File: config.mk
export PLATFORM = sky130hd
export DESIGN_NAME = fetch_ctrl
export DESIGN_NICKNAME = d
export VERILOG_FILES = /design/src/rtl/fetch_ctrl.sv
export SDC_FILE = /design/constraint.sdc
export NUM_CORES = 1
export LEC_CHECK = 0
export ABC_CLOCK_PERIOD_IN_PS = 5650
export BUFFER_PORTS_ARGS = -buffer_cell sky130_fd_sc_hd__buf_2
export CAP_MARGIN = 0
export CELL_PAD_IN_SITES_DETAIL_PLACEMENT = 2
export CELL_PAD_IN_SITES_GLOBAL_PLACEMENT = 2
export CORE_MARGIN = 4
export CORE_UTILIZATION = 33
export DETAILED_ROUTE_END_ITERATION = 10
export PLACE_DENSITY = 0.79
export SLEW_MARGIN = 20
export SYNTH_ARGS = -nofsm -noshare
export SYNTH_HDL_FRONTEND = slang
export SYNTH_SLANG_ARGS = --single-unit
File: constraint.sdc
create_clock -name CLK -period 5.65 [get_ports CLK]
set_input_delay 0.8475 -clock CLK [delete_from_list [all_inputs] [get_ports CLK]]
set_output_delay 0.8475 -clock CLK [all_outputs]
set_load 0.02 [all_outputs]
File: src/rtl/fetch_ctrl.sv
// fetch_ctrl: instruction-fetch controller between the Fetch-stage PC register
// and the Decode pipeline register. Issues word reads over a req/ack handshake,
// stalls the PC register until the word returns, parks an early word while
// Decode is stalled, and flushes wrong-path responses after a redirect.
module fetch_ctrl (
    input  logic        CLK,
    input  logic        RST,
    input  logic [31:0] pcF,
    input  logic        PCSrcD,
    input  logic        StallD,
    output logic        StallF,
    output logic        mem_req,
    output logic [31:0] mem_addr,
    input  logic        mem_ack,
    input  logic [31:0] mem_rdata,
    output logic [31:0] instrF,
    output logic [31:0] pcPlus4F,
    output logic        validF
);

    typedef enum logic [1:0] {
        FETCH   = 2'd0,
        HOLD    = 2'd1,
        DISCARD = 2'd2
    } state_t;

    state_t      state_r;
    logic [31:0] buf_q;
    logic [31:0] addr_q;

    logic [31:0] pc_word_s;
    logic [31:0] pc_plus4_s;
    logic        stall_s;
    logic        req_s;
    logic [31:0] addr_s;

    // Word-aligned fetch address and the sequential successor (wraps mod 2^32).
    assign pc_word_s  = {pcF[31:2], 2'b00};
    assign pc_plus4_s = pcF + 32'd4;

    // Request/stall decode from state and the current handshake inputs.
    always_comb begin
        stall_s = 1'b1;
        req_s   = 1'b0;
        addr_s  = pc_word_s;
        case (state_r)
            FETCH: begin
                req_s  = 1'b1;
                addr_s = pc_word_s;
                if (PCSrcD) begin
                    // Redirect: let the PC register load the target now.
                    stall_s = 1'b0;
                end else if (mem_ack) begin
                    // Word arrived; stall only if it must be parked.
                    stall_s = StallD;
                end else begin
                    stall_s = 1'b1;
                end
            end
            HOLD: begin
                req_s  = 1'b0;
                addr_s = pc_word_s;
                if (PCSrcD) begin
                    stall_s = 1'b0;
                end else begin
                    stall_s = StallD;
                end
            end
            DISCARD: begin
                // Keep the abandoned request stable until memory answers it.
                req_s   = 1'b1;
                addr_s  = addr_q;
                stall_s = 1'b1;
            end
            default: begin
                req_s   = 1'b0;
                addr_s  = pc_word_s;
                stall_s = 1'b1;
            end
        endcase
    end

    // No request may be visible while the shared reset is asserted.
    assign StallF   = stall_s;
    assign mem_req  = req_s & ~RST;
    assign mem_addr = addr_s;

    // Fetch FSM with registered Decode-side outputs and parking buffer.
    always_ff @(posedge CLK or posedge RST) begin
        if (RST) begin
            state_r  <= FETCH;
            instrF   <= 32'd0;
            pcPlus4F <= 32'd0;
            validF   <= 1'b0;
            buf_q    <= 32'd0;
            addr_q   <= 32'd0;
        end else begin
            case (state_r)
                FETCH: begin
                    addr_q <= pc_word_s;
                    if (PCSrcD) begin
                        validF <= 1'b0;
                        if (mem_ack) begin
                            state_r <= FETCH;
                        end else begin
                            state_r <= DISCARD;
                        end
                    end else if (mem_ack && StallD) begin
                        buf_q   <= mem_rdata;
                        state_r <= HOLD;
                    end else if (mem_ack) begin
                        instrF   <= mem_rdata;
                        pcPlus4F <= pc_plus4_s;
                        validF   <= 1'b1;
                    end else if (!StallD) begin
                        validF <= 1'b0;
                    end else begin
                        validF <= validF;
                    end
                end
                HOLD: begin
                    if (PCSrcD) begin
                        validF  <= 1'b0;
                        state_r <= FETCH;
                    end else if (StallD) begin
                        state_r <= HOLD;
                    end else begin
                        // pcF was held by StallF, so it still matches buf_q.
                        instrF   <= buf_q;
                        pcPlus4F <= pc_plus4_s;
                        validF   <= 1'b1;
                        state_r  <= FETCH;
                    end
                end
                DISCARD: begin
                    if (!StallD) begin
                        validF <= 1'b0;
                    end else begin
                        validF <= validF;
                    end
                    if (mem_ack) begin
                        state_r <= FETCH;
                    end else begin
                        state_r <= DISCARD;
                    end
                end
                default: begin
                    state_r <= FETCH;
                    validF  <= 1'b0;
                end
            endcase
        end
    end

endmodule

==> run metrics <==
outcome finished clean; # H-tree levels 4; most used cell, CP nor2_4; mapped cell area 0.00595 sq mm; total wire length 17500 um; TNS Setup 0 ps; Clock Latency Late Sink 410 ps; total clock buffers created by CTS 17; core box area between 0.015 and 0.02 sq mm; Net Switching 889 uW; Final Core Density a little over two fifths; crit end category flip-flop; layout cells sized above 1 45.8%; max-slew violations 0; GRT Residual Overflow 0; Sink Count roughly 130; Max stage delay on crit path 840 ps; CP max FO 32; Async S/R FF share, synth 100%; CP cell instances nor2_4, nand3_1, nor2_4, mux2_2; # fillers 1840; first-pass GRT wire length 28200 um; Final Hold Fails 0; HP Class reg -> reg; vias in the first global route roughly 5000; Starting Density between 30% and 40%; WP buf/inv 0; area post-placement approximately 0.0070 sq mm; Final setup viols 0; final cycle utilization of the critical path 52.6%; Leak between 3 and 4 nW; Layout area overhead 27.3%; kind of critical path reg -> reg; synthesized flop and latch total 129; Worst path slowest cell nor2_4; clock root buffer clkbuf_16; Worst path top cell family by delay simple AND/OR/NAND/NOR gates; Seq/Total Area, Yosys 54.3%; Power Dens Cells 390 mW/mm^2; Post-CTS Resized 0; synthesized instance count 503; cell area after layout 0.00757 sq mm; commonest non-fill, non-tap cells in the layout 165 x buf_2, 129 x dfrtp_1, 95 x mux2_2, 71 x nand2_1, 47 x o21ai_0; largest net degree at the start of global routing 82; I/O pin count between 150 and 200; Routed WL per cell 19.5 um; CTS hold repair buffers 0; Sequential Power Share 41.1%; CTS tree done; syn_area_per_cell roughly 12 sq um; Die W 142 um; clock share of power 37.0%; crit path launch type flip-flop; Ant. Diodes 0; DRC violation count after routing 0; Yosys cell types 35; vias per cell roughly 5; fmax between 300 and 400 MHz; RSZ-0062 raised after global routing false; VDD IR max 221 uV; top_reg_cell synth dfrtp_1; Max-cap violations 0; WP data required 5940 ps; nets 731; Clock Path Buffers 2; GRT Total Usage 17.8%; fin crit period slightly below 3000 ps; synth warn 0; Clock Skews 7.04 ps; sw frac between 30% and 40%; drt pass-1 iters 4; reg2reg setup slack between 2000 and 3000 ps; # port buffers 165; DIE HEIGHT 142 um; initial drt markers 125; initial antenna violation count 2; Slew @ Worst Pin 1030 ps; CP arrival 3260 ps; full die area 0.0202 sq mm; commonest non-fill, non-tap cell in the layout buf_2; vias post-DR between 4000 and 5000; antenna-violating nets left 0; RePlAce Congestion 0.770; number of synthesized flops with an enable pin 0; internal power between 2 and 2.5 mW; row count between 40 and 50; Final HPWL DP ~12000 um; postcts setup bufs 0; Comb pwr share between 20% and 30%; Worst-path clk slew 60 ps; worst relative slew slack 31.3%
## synthesized netlist by cell type (6+ instances only)
cell | instances | area, sq um
xor2_1 | 23 | 201
nand2_1 | 72 | 270
nand4_1 | 6 | 37.5
dfrtp_1 | 129 | 3230
nor2_1 | 12 | 45.0
o21ai_0 | 47 | 235
nand3_1 | 11 | 55.1
buf_1 | 7 | 26.3
buf_2 | 7 | 35.0
mux2i_1 | 32 | 320
o21ai_1 | 10 | 50.1
mux2_2 | 95 | 1070
clkbuf_1 | 14 | 52.6
## logic make-up (layout without fill, tap and decap cells)
kind of cell	count (synthesis)	in the layout	synth area share, %
AO/OA/AOI/OAI	64	64	5.70
XOR/XNOR	28	28	4.12
adder cells (fa/ha/maj)	1	1	0.210
buffers and inverters	32	199	2.29
flip-flops	129	129	54.3
multiplexers	127	127	23.4
other	1	2	0.0630
AND/OR/NAND/NOR	121	121	9.97
## power by group through the flow
stage / logic, mW / registers (mW) / clock network (mW)
after CTS: 0.661 / 1.22 / 1.12
after global routing: 0.707 / 1.24 / 1.17
after global placement: 0.624 / 1.21 / 0
after detailed placement: 0.656 / 1.23 / 0
after floorplan: 0.288 / 1.32 / 0
final: 0.647 / 1.21 / 1.09
## state kept, by name, indices dropped and copies added, names as in the netlist
| name | count |
|---|---|
| validF | 1 |
| pcPlus4F | 32 |
| state_r | 2 |
| instrF | 32 |
| buf_q | 32 |
| addr_q | 30 |
## metrics by stage
stage	std cells	setup slack, ps	hold slack [ps]	power (mW)
3_3_place_gp	867	2800	457	1.84
3_5_place_dp	867	2650	466	1.89
5_1_grt	896	2480	509	3.11
4_1_cts	896	2620	478	3.00
2_1_floorplan	504	1360	475	1.61
6_report	896	2680	473	2.95
## final timing paths
path                                              from                     end  cells past startpoint
worst max-delay path            state_r[0]$_DFFE_PP0P_   buf_q[16]$_DFFE_PP0P_                      4
worst min-delay path            instrF[28]$_DFFE_PP0P_  instrF[28]$_DFFE_PP0P_                      2
worst max register to register  state_r[0]$_DFFE_PP0P_   buf_q[16]$_DFFE_PP0P_                      4
worst min register to register  instrF[28]$_DFFE_PP0P_  instrF[28]$_DFFE_PP0P_                      2
max in group asynchronous                          RST  instrF[28]$_DFFE_PP0P_                      3
min in group asynchronous                          RST    buf_q[2]$_DFFE_PP0P_                      2
## layer usage
metal	global-route usage [%]	up-vias	wire [um]
met5	0	-	27
met4	4.95	4	180
met3	5.24	23	1260
met1	23.3	2203	7610
met2	28.9	138	8400
li1	-	2055	-
## worst register-to-register path, delay by kind of cell, from the launching register on
family,cells,cell delay (ps)
mux,1,450
flops,1,500
simple gates,3,1890
## cell type report
type | instances | area, sq um | area share [%]
inverters | 2 | 12.5 | 0.165
clock buffers | 24 | 502 | 6.63
clock inverters | 5 | 77.6 | 1.02
well taps | 225 | 282 | 3.72
repair buffers | 168 | 848 | 11.2
flip-flops and latches | 129 | 3230 | 42.6
multi-input cells | 343 | 2620 | 34.6
Note: power is estimated with default switching activity, not from simulation.
